## config.mk

```make
export PLATFORM = sky130hd
export DESIGN_NAME = vga_window_painter_flat
export DESIGN_NICKNAME = d
export VERILOG_FILES = /design/src/rtl/vga_window_painter_if.sv /design/src/rtl/vga_window_painter.sv /design/src/flat_wrapper.sv
export SDC_FILE = /design/constraint.sdc
export NUM_CORES = 1
export LEC_CHECK = 0
export CAP_MARGIN = 0
export CORE_MARGIN = 2
export CORE_UTILIZATION = 40
export DETAILED_ROUTE_END_ITERATION = 8
export PLACE_DENSITY = 0.56
export SLEW_MARGIN = 20
export SYNTH_ARGS = -nofsm -noshare
export SYNTH_HDL_FRONTEND = slang
export SYNTH_SLANG_ARGS = --single-unit
```

## constraint.sdc

```tcl
create_clock -name clk -period 1.86 [get_ports clk]
set_input_delay 0.372 -clock clk [delete_from_list [all_inputs] [get_ports clk]]
set_output_delay 0.372 -clock clk [all_outputs]
set_load 0.05 [all_outputs]
```

## src/rtl/vga_window_painter_if.sv

```systemverilog
// Image-memory read bus between the window painter (master) and the frame
// store (slave).
// Handshake: there is no valid/ready pair. The master drives mem_addr and
// mem_sel on every clock. The slave returns mem_pixel for that address
// exactly MEM_LAT clocks later, unconditionally, with no back-pressure.
interface vga_window_painter_if #(
   parameter int AW    = 16,
   parameter int SW    = 1,
   parameter int PIX_W = 3
);
   logic [AW-1:0]    mem_addr;
   logic [SW-1:0]    mem_sel;
   logic [PIX_W-1:0] mem_pixel;

   modport master (
      output mem_addr,
      output mem_sel,
      input  mem_pixel
   );

   modport slave (
      input  mem_addr,
      input  mem_sel,
      output mem_pixel
   );
endinterface

```

## src/rtl/vga_window_painter.sv

```systemverilog
// vga_window_painter
// Tiles NUM_WIN image windows left to right starting at (WIN_X0, WIN_Y0).
// Stage 1 decodes the window and issues the memory read. MEM_LAT delay
// stages carry the hit flag, video_on and the syncs alongside the read. The
// final stage maps the returned palette index to RGB. Total latency from
// x_in/y_in to the outputs is MEM_LAT+2 clocks, and every output is aligned
// to that latency.
module vga_window_painter #(
   parameter int          NUM_WIN  = 2,
   parameter int          IMG_W    = 256,
   parameter int          IMG_H    = 256,
   parameter int          PIX_W    = 3,
   parameter int          WIN_X0   = 125,
   parameter int          WIN_Y0   = 150,
   parameter int          MEM_LAT  = 1,
   parameter logic [23:0] BG_COLOR = 24'h0C1990
) (
   input  logic                  clk,
   input  logic                  rst_n,
   input  logic [9:0]            x_in,
   input  logic [9:0]            y_in,
   input  logic                  video_on_in,
   input  logic                  hsync_in,
   input  logic                  vsync_in,
   vga_window_painter_if.master  mem_bus,
   input  logic                  pal_we,
   input  logic [PIX_W-1:0]      pal_addr,
   input  logic [23:0]           pal_data,
   input  logic                  gray_mode,
   output logic [7:0]            red,
   output logic [7:0]            green,
   output logic [7:0]            blue,
   output logic                  hsync_out,
   output logic                  vsync_out,
   output logic                  video_on_out
);

   localparam int CW    = $clog2(IMG_W);
   localparam int RW    = $clog2(IMG_H);
   localparam int AW    = RW + CW;
   localparam int SW    = (NUM_WIN > 1) ? $clog2(NUM_WIN) : 1;
   localparam int DEPTH = 2 ** PIX_W;

   // Power-on palette. Entries past the eight named colours start black.
   function automatic logic [23:0] pal_default(input int idx);
      case (idx)
         0:       return 24'h000000;
         1:       return 24'hFFFF00;
         2:       return 24'h00FF00;
         3:       return 24'hFFFFFF;
         4:       return 24'h000050;
         5:       return 24'h005050;
         6:       return 24'h500050;
         7:       return 24'h505050;
         default: return 24'h000000;
      endcase
   endfunction

   // Repeat the index bits MSB-first until 8 bits are filled, so that the
   // all-ones index maps to full white and zero maps to black.
   function automatic logic [7:0] gray_expand(input logic [PIX_W-1:0] p);
      logic [7:0] g;
      g = 8'h00;
      for (int b = 0; b < 8; b++) begin
         g[7-b] = p[PIX_W-1-(b % PIX_W)];
      end
      return g;
   endfunction

   // ---------------- stage 1: window decode and read issue ----------------
   logic          hit1_q,     hit1_d;
   logic          von1_q,     von1_d;
   logic          hs1_q,      hs1_d;
   logic          vs1_q,      vs1_d;
   logic [AW-1:0] mem_addr_q, mem_addr_d;
   logic [SW-1:0] mem_sel_q,  mem_sel_d;

   logic [31:0]   x_w;
   logic [31:0]   y_w;
   logic          y_hit;

   assign x_w = {22'd0, x_in};
   assign y_w = {22'd0, y_in};

   // Decode which window (if any) covers the current pixel. On a miss the
   // address and select hold, so the memory sees no spurious address
   // changes outside the windows.
   always_comb begin
      hit1_d     = 1'b0;
      mem_addr_d = mem_addr_q;
      mem_sel_d  = mem_sel_q;
      von1_d     = video_on_in;
      hs1_d      = hsync_in;
      vs1_d      = vsync_in;
      y_hit      = (y_w >= 32'(WIN_Y0)) && (y_w < 32'(WIN_Y0 + IMG_H));
      for (int k = 0; k < NUM_WIN; k++) begin
         if (y_hit && (x_w >= 32'(WIN_X0 + k * IMG_W))
                   && (x_w <  32'(WIN_X0 + (k + 1) * IMG_W))) begin
            hit1_d     = 1'b1;
            mem_sel_d  = k[SW-1:0];
            mem_addr_d = {RW'(y_w - 32'(WIN_Y0)),
                          CW'(x_w - 32'(WIN_X0 + k * IMG_W))};
         end
      end
   end

   // Stage 1 registers. The syncs idle high.
   always_ff @(posedge clk or negedge rst_n) begin
      if (!rst_n) begin
         hit1_q     <= 1'b0;
         von1_q     <= 1'b0;
         hs1_q      <= 1'b1;
         vs1_q      <= 1'b1;
         mem_addr_q <= '0;
         mem_sel_q  <= '0;
      end else begin
         hit1_q     <= hit1_d;
         von1_q     <= von1_d;
         hs1_q      <= hs1_d;
         vs1_q      <= vs1_d;
         mem_addr_q <= mem_addr_d;
         mem_sel_q  <= mem_sel_d;
      end
   end

   assign mem_bus.mem_addr = mem_addr_q;
   assign mem_bus.mem_sel  = mem_sel_q;

   // ---------------- delay stages matching the memory latency -------------
   logic [MEM_LAT-1:0] hit_sh_q, hit_sh_d;
   logic [MEM_LAT-1:0] von_sh_q, von_sh_d;
   logic [MEM_LAT-1:0] hs_sh_q,  hs_sh_d;
   logic [MEM_LAT-1:0] vs_sh_q,  vs_sh_d;

   // Shift the control bits one stage per clock while the read is in flight.
   always_comb begin
      hit_sh_d    = hit_sh_q;
      von_sh_d    = von_sh_q;
      hs_sh_d     = hs_sh_q;
      vs_sh_d     = vs_sh_q;
      hit_sh_d[0] = hit1_q;
      von_sh_d[0] = von1_q;
      hs_sh_d[0]  = hs1_q;
      vs_sh_d[0]  = vs1_q;
      for (int i = 1; i < MEM_LAT; i++) begin
         hit_sh_d[i] = hit_sh_q[i-1];
         von_sh_d[i] = von_sh_q[i-1];
         hs_sh_d[i]  = hs_sh_q[i-1];
         vs_sh_d[i]  = vs_sh_q[i-1];
      end
   end

   // Delay-stage registers. Clearing video_on here flushes partial pixels.
   always_ff @(posedge clk or negedge rst_n) begin
      if (!rst_n) begin
         hit_sh_q <= '0;
         von_sh_q <= '0;
         hs_sh_q  <= '1;
         vs_sh_q  <= '1;
      end else begin
         hit_sh_q <= hit_sh_d;
         von_sh_q <= von_sh_d;
         hs_sh_q  <= hs_sh_d;
         vs_sh_q  <= vs_sh_d;
      end
   end

   // ---------------- palette ----------------
   logic [23:0] pal_q [DEPTH];
   logic [23:0] pal_d [DEPTH];

   // A write lands on the clock edge. The final stage reads pal_q, so a
   // same-cycle lookup still sees the old entry.
   always_comb begin
      pal_d = pal_q;
      if (pal_we) begin
         pal_d[pal_addr] = pal_data;
      end
   end

   // Palette storage. Reset reloads the default colours.
   always_ff @(posedge clk or negedge rst_n) begin
      if (!rst_n) begin
         for (int i = 0; i < DEPTH; i++) begin
            pal_q[i] <= pal_default(i);
         end
      end else begin
         pal_q <= pal_d;
      end
   end

   // ---------------- final stage: colour mapping ----------------
   logic [23:0] rgb_q, rgb_d;
   logic        von_o_q, von_o_d;
   logic        hs_o_q,  hs_o_d;
   logic        vs_o_q,  vs_o_d;

   // Pick blank, background, grayscale or palette colour. gray_mode is read
   // live here so it can change on any clock.
   always_comb begin
      von_o_d = von_sh_q[MEM_LAT-1];
      hs_o_d  = hs_sh_q[MEM_LAT-1];
      vs_o_d  = vs_sh_q[MEM_LAT-1];
      if (!von_sh_q[MEM_LAT-1]) begin
         rgb_d = 24'h000000;
      end else if (!hit_sh_q[MEM_LAT-1]) begin
         rgb_d = BG_COLOR;
      end else if (gray_mode) begin
         rgb_d = {3{gray_expand(mem_bus.mem_pixel)}};
      end else begin
         rgb_d = pal_q[mem_bus.mem_pixel];
      end
   end

   // Output registers.
   always_ff @(posedge clk or negedge rst_n) begin
      if (!rst_n) begin
         rgb_q   <= 24'h000000;
         von_o_q <= 1'b0;
         hs_o_q  <= 1'b1;
         vs_o_q  <= 1'b1;
      end else begin
         rgb_q   <= rgb_d;
         von_o_q <= von_o_d;
         hs_o_q  <= hs_o_d;
         vs_o_q  <= vs_o_d;
      end
   end

   assign red          = rgb_q[23:16];
   assign green        = rgb_q[15:8];
   assign blue         = rgb_q[7:0];
   assign video_on_out = von_o_q;
   assign hsync_out    = hs_o_q;
   assign vsync_out    = vs_o_q;

endmodule

```

## src/flat_wrapper.sv

```systemverilog
// flat-port wrapper written by rule: the top's interface ports become plain ports
module vga_window_painter_flat 
#(
   parameter int          NUM_WIN  = 2,
   parameter int          IMG_W    = 256,
   parameter int          IMG_H    = 256,
   parameter int          PIX_W    = 3,
   parameter int          WIN_X0   = 125,
   parameter int          WIN_Y0   = 150,
   parameter int          MEM_LAT  = 1,
   parameter logic [23:0] BG_COLOR = 24'h0C1990
)
  (clk, rst_n, x_in, y_in, video_on_in, hsync_in, vsync_in, pal_we, pal_addr, pal_data, gray_mode, red, green, blue, hsync_out, vsync_out, video_on_out, mem_bus_mem_addr, mem_bus_mem_sel, mem_bus_mem_pixel);
  vga_window_painter_if #(.AW(16), .SW(1), .PIX_W(PIX_W)) mem_bus_i ();
  input  logic clk;
  input  logic rst_n;
  input  logic [9:0] x_in;
  input  logic [9:0] y_in;
  input  logic video_on_in;
  input  logic hsync_in;
  input  logic vsync_in;
  input  logic pal_we;
  input  logic [PIX_W-1:0] pal_addr;
  input  logic [23:0] pal_data;
  input  logic gray_mode;
  output logic [7:0] red;
  output logic [7:0] green;
  output logic [7:0] blue;
  output logic hsync_out;
  output logic vsync_out;
  output logic video_on_out;
  output wire logic [$bits(mem_bus_i.mem_addr)-1:0] mem_bus_mem_addr;
  output wire logic [$bits(mem_bus_i.mem_sel)-1:0] mem_bus_mem_sel;
  input wire logic [$bits(mem_bus_i.mem_pixel)-1:0] mem_bus_mem_pixel;
  assign mem_bus_mem_addr = mem_bus_i.mem_addr;
  assign mem_bus_mem_sel = mem_bus_i.mem_sel;
  assign mem_bus_i.mem_pixel = mem_bus_mem_pixel;
  vga_window_painter #(.NUM_WIN(NUM_WIN), .IMG_W(IMG_W), .IMG_H(IMG_H), .PIX_W(PIX_W), .WIN_X0(WIN_X0), .WIN_Y0(WIN_Y0), .MEM_LAT(MEM_LAT), .BG_COLOR(BG_COLOR)) u_core (.clk(clk), .rst_n(rst_n), .x_in(x_in), .y_in(y_in), .video_on_in(video_on_in), .hsync_in(hsync_in), .vsync_in(vsync_in), .mem_bus(mem_bus_i), .pal_we(pal_we), .pal_addr(pal_addr), .pal_data(pal_data), .gray_mode(gray_mode), .red(red), .green(green), .blue(blue), .hsync_out(hsync_out), .vsync_out(vsync_out), .video_on_out(video_on_out));
endmodule
```

# After elaboration in Yosys (flattened, before gate mapping)
# Index checks and enable logic that the tools add are counted.
# W data, S select, Z words.
[classes] add_sub_neg=3 n_mul=0 div_mod_pow=0 n_lt_le_gt_ge=9 n_eq_ne=0 n_shift=0 mux=15 n_bitwise=2 reduce_logical=7
[ops] op="$bwmux W192" count=1
[ops] op="$mux W24" count=6
[ops] op="$bmux W24 S3" count=1
[ops] op="$demux W24 S3" count=1
[ops] op="$mux W16" count=2
[ops] op="$lt A10 B9 Y1 const B" count=2
[ops] op="$sub A8 B7 Y8 const B" count=2
[ops] op="$ge A10 B7 Y1 const B" count=1
[ops] op="$ge A10 B8 Y1 const B" count=1
[ops] op="$ge A10 B9 Y1 const B" count=1
[ops] op="$lt A10 B10 Y1 const B" count=1
[ops] op="$ge A4 B4 Y1 const B" count=2
[ops] op="$not A3 Y4" count=2
[ops] op="$sub A8 B8 Y8 const B" count=1
[ops] op="$logic_and A1 B1 Y1" count=6
[ops] op="$lt A4 B1 Y1 const B" count=1
[ops] op="$mux W1" count=4
[ops] op="$reduce_bool A2 Y1" count=1
[word_totals] reg_bits=244 latchBits=0 ram_bits=0 mem_bits_ro=0 output_inout_bits=44 wordCells=58 mem_count=0

# Longest topological paths before layout
[logic_depth] depth_word=7 mapped_depth=8 depth_no_buf=7

# Worst setup path before layout
# OpenSTA, ideal clock, no wires.
[synth_timing] path_type="input -> register" start="input port x_in[1]" end="register u_core.mem_addr_q[10] (netlist: u_core.mem_bus.mem_addr[10])" arrival_time_ns=1.817 required_time_ns=1.735 setup_slack_ns=-0.082 path_stages=8 path_buffers=1 path_cell_list="inv_1 -> ha_1 -> and2b_1 -> nor3b_2 -> or2b_4 -> o211ai_4 -> buf_12 -> mux2_4"
[synth_between] elab_chain_len=4 word_cells_on_any_way=10 classes_between="order compare: 4; mux: 1; reduce/logical: 5"
[synth_rtl] element="from (decl)" line_no="flat_wrapper.sv:17" rtl="input logic [9:0] x_in;"
[synth_rtl] element="$ge A10 B9 Y1 / $ge A10 B7 Y1 (equally long branches)" line_no="vga_window_painter.sv:97" rtl="if (y_hit && (x_w >= 32'(WIN_X0 + k * IMG_W))"
[synth_rtl] element="$logic_and A1 B1 Y1" line_no="vga_window_painter.sv:97"
[synth_rtl] element="$logic_and A1 B1 Y1" line_no="vga_window_painter.sv:98" rtl="&& (x_w < 32'(WIN_X0 + (k + 1) * IMG_W))) begin"
[synth_rtl] element="$mux W16 / $reduce_bool A2 Y1 (equally long branches)"
[synth_rtl] element="to (signal assigned)" line_no="vga_window_painter.sv:121" rtl="mem_addr_q <= mem_addr_d;"
[synth_rtl] element="to (decl)" line_no="vga_window_painter.sv:75" rtl="logic [AW-1:0] mem_addr_q, mem_addr_d;"
# Parallel ways exist; a longest one is shown, timed or not.
# A chain may end at the register's enable or synchronous reset.

# Worst setup path in the final report
[layout_timing] start="register u_core.rgb_q[19]" end="output port red[3]"
[layout_rtl] element="from (decl)" line_no="vga_window_painter.sv:193" rtl="logic [23:0] rgb_q, rgb_d;"
[layout_rtl] element="from (signal assigned)" line_no="vga_window_painter.sv:223" rtl="rgb_q <= rgb_d;"
[layout_rtl] element="to (decl)" line_no="flat_wrapper.sv:26" rtl="output logic [7:0] red;"
# No word-level cell between the ends.

==> flow_summary_export.csv <==
group,metric,value,unit
power,leakage,5.71,nW
floorplanning,fp.dieW,168,µm
synth,synth.top_cell.area_share,40.5,%
synth,synthesis.nets,747,
global_route,antenna_found_initial,2,
cts,clockRootBuffer,"clkbuf_16",
route,first_pass_iters,4,
power,p_switching,4.00,mW
power,p_clk_share,33.3,%
synth,synth_top_cell_by_area,"dfrtp_1",
setup_path,cpPeakStageDelay,0.53,ns
synth,synth_top_flop_cell,"dfrtp_1",
setup_path,path_max_fanout,1,
cts,clockBufferDepth,3,
setup_path,crit_buf_inv,1,
timing,tightest_slew,0.492,ns
final_layout,drive_gt1_share,56.0,%
route,wl,24500,µm
global_route,grt_max_degree,50,
cts,cts_setup_buffers,0,
cts,path_clk_slew,0.06,ns
placed_design,gp_congestion,0.796,
route,via_count,6296,
cts,cts_tree,"built",
hold_path,hp-class,"input port to flip-flop",
synth,seq_area_frac_synth,57.7,%
floorplanning,ios,101,
power,netSwitchingFraction,26.1,%
cts,cts_sinks,244,
route,ant_nets,0,
timing,tns,0,ns
power,seqPwrFrac,46.7,%
synth,synthTopCellsByArea,"dfrtp_1, mux2_2, dfstp_2, mux4_2, o21ai_0",
status,outcome,"completed",
power,p_int,11.3,mW
final_layout,final_net_count,898,
placed_design,dp_hpwl,15600,µm
synth,synth_warnings,0,
route,wl_per_cell,20.5,µm
global_route,grt_remaining_overflow,0,
cts,cts_made_buffers,27,
route,remaining_drc_errors,0,
floorplanning,die_h,168,µm
setup_path,cp_top_family,"buffers and inverters",
synth,synth_edf_count,0,
cts,h-tree-depth,1,
final_layout,final_common_cell,"mux2_2",
setup_path,required,1.49,ns
floorplanning,core_area,26200,µm²
synth,synthCells,687,
cts,clk_latency,0.53,ns
power,ir_drop,0.643,mV
timing,slew_viol_final,0,
floorplanning,die_area,28200,µm²
synth,synth.distinct_cells,40,
placed_design,dpl_cell_area,12600,µm²
setup_path,cp_cell_sequence,"dlygate4sd2_1",
route,viasPerCell,5.27,
final_layout,layout-area-overhead-vs-synth,25.4,%
final_layout,fin_area,13500,µm²
timing,min_period,1.76,ns
floorplanning,num_rows,59,
setup_path,worst_setup_path_end_kind,"primary output",
timing,skew,0.0201,ns
timing,finalSetupViolations,0,
global_route,track_usage,18.1,%
setup_path,slowest_stage,"dlygate4sd2_1",
timing,finalCritPeriodShare,94.6,%
synth,ys_ff_latch,244,
power,p_comb_share,20.0,%
job,max_cap_violations,0,
synth,postSynthAreaPerCell,15.6,µm²
timing,final-hold-violation-count,0,
synth,async_flop_share,100,%
timing,fmax,568,MHz
global_route,grt_pass1_wl,39800,µm
power,powerDensity,1140,nW/µm²
setup_path,crit_arrival,1.39,ns
setup_path,path_class,"flip-flop to primary output",
floorplanning,initial_utilization,41.0,%
timing,slew_headroom,67.3,%
final_layout,final_util,51.4,%
placed_design,numPortBuffers,100,
power,finalPower,15.3,mW
global_route,grt_pass1_vias,7020,
synth,syn_area,10700,µm²
final_layout,final_cell_mix,"mux2_2, dfrtp_1, buf_4",
route,drt_iter0_drc,324,
setup_path,worst_setup_path_start_kind,"flip-flop",
timing,rsz0062_at_grt,"no",
==> through the flow <==
step           hold slack (ns)  worst slack [ns]  cells
2_1_floorplan           0.0764           -0.0484    687
3_3_place_gp             0.312            -0.657   1143
3_5_place_dp             0.313            -0.679   1143
4_1_cts                  0.238            0.0743   1194
5_1_grt                  0.254            0.0458   1194
6_report                 0.260            0.0999   1195
==> cell usage after synthesis (2+ instances only) <==
library cell / count
a21oi_1: 17
a31oi_1: 4
buf_2: 26
buf_4: 4
clkbuf_1: 9
dfrtp_1: 174
dfstp_2: 70
ha_1: 3
inv_1: 8
mux2_2: 200
mux2_4: 6
mux2i_1: 9
mux4_2: 47
nand2_1: 13
nand4b_1: 4
nor2_1: 28
nor2b_1: 2
nor3_2: 2
nor3b_2: 2
o21a_1: 3
o21ai_0: 28
xnor2_1: 6
xor2_1: 5
==> power by group through the flow <==
stage / logic [mW] / clock network, mW / registers (mW)
6_report: 3.07 / 5.10 / 7.15
5_1_grt: 3.30 / 5.50 / 7.29
4_1_cts: 3.12 / 5.24 / 7.15
3_5_place_dp: 3.11 / 0 / 7.22
3_3_place_gp: 3.01 / 0 / 7.13
2_1_floorplan: 1.69 / 0 / 7.52
==> worst paths after layout <==
check                            startpoint                 to  slack [ns]  cells past startpoint
min                                vsync_in       u_core.vs1_q        0.26                      1
max reg2reg                 u_core.hit_sh_q    u_core.rgb_q[9]        0.42                      4
max                        u_core.rgb_q[19]             red[3]         0.1                      1
min in group asynchronous             rst_n  u_core.pal_q[183]        0.36                      2
min reg2reg                   u_core.hit1_q    u_core.hit_sh_q        0.35                      0
max in group asynchronous             rst_n   u_core.pal_q[97]        0.80                      3
==> cells by family (layout without fill, tap and decap cells) <==
group / Yosys count / count (layout) / share of synthesized area [%]
compound gates: 59 / 59 / 3.17
xor+xnor: 11 / 11 / 0.897
fa+ha+maj: 3 / 3 / 0.350
buf+inv: 48 / 220 / 2.27
flops: 244 / 244 / 57.7
mux: 262 / 262 / 32.5
other cells: 0 / 1 / 0
simple gates: 60 / 60 / 3.13
==> repair_timing <==
| action | in CTS | in global routing |
|---|---|---|
| hold buffers | 1 | 0 |
| gates resized for setup | 9 | 0 |
| endpoints found under the setup margin | 18 | 0 |
| hold endpoints to repair | 26 | 0 |
==> area by class of cell <==
| class | instances | area, µm² |
|---|---|---|
| clock buffer | 44 | 790 |
| antenna | 1 | 2.50 |
| tap | 335 | 419 |
| multi-input combinational | 395 | 4350 |
| fill | 2199 | 12700 |
| timing repair buffer | 162 | 1610 |
| inverter | 8 | 42.5 |
| clock inverter | 6 | 58.8 |
| sequential | 244 | 6190 |
==> per-layer routing <==
metal,up-vias,wire (µm),part of all wire (%),track usage (%)
li1,2818,-,-,-
met1,3320,10900,44,23.9
met2,114,12100,49,31.2
met3,42,1050,4.3,3.17
met4,2,466,1.9,4.16
met5,-,13,0.053,0
==> worst reg2reg max path, cell delays in order (launching register included) <==
cell,delay (ns)
dfrtp_1,0.53
and2_1,0.18
buf_4,0.26
o21ai_0,0.15
nor2_1,0.20
==> registers in the layout, summed over array words and instances, names as in the netlist <==
| signal | cells |
|---|---|
| u_core.pal_q | 192 |
| u_core.rgb_q | 24 |
| u_core.mem_bus.mem_addr | 16 |
| u_core.hit1_q | 1 |
| u_core.hit_sh_q | 1 |
| u_core.hs1_q | 1 |
| u_core.hs_o_d | 1 |
| u_core.hsync_out | 1 |
| u_core.mem_bus.mem_sel | 1 |
| u_core.video_on_out | 1 |
| u_core.von1_q | 1 |
| u_core.von_o_d | 1 |
| u_core.vs1_q | 1 |
| u_core.vs_o_d | 1 |
| u_core.vsync_out | 1 |
Power figures use the tool's default switching activity.
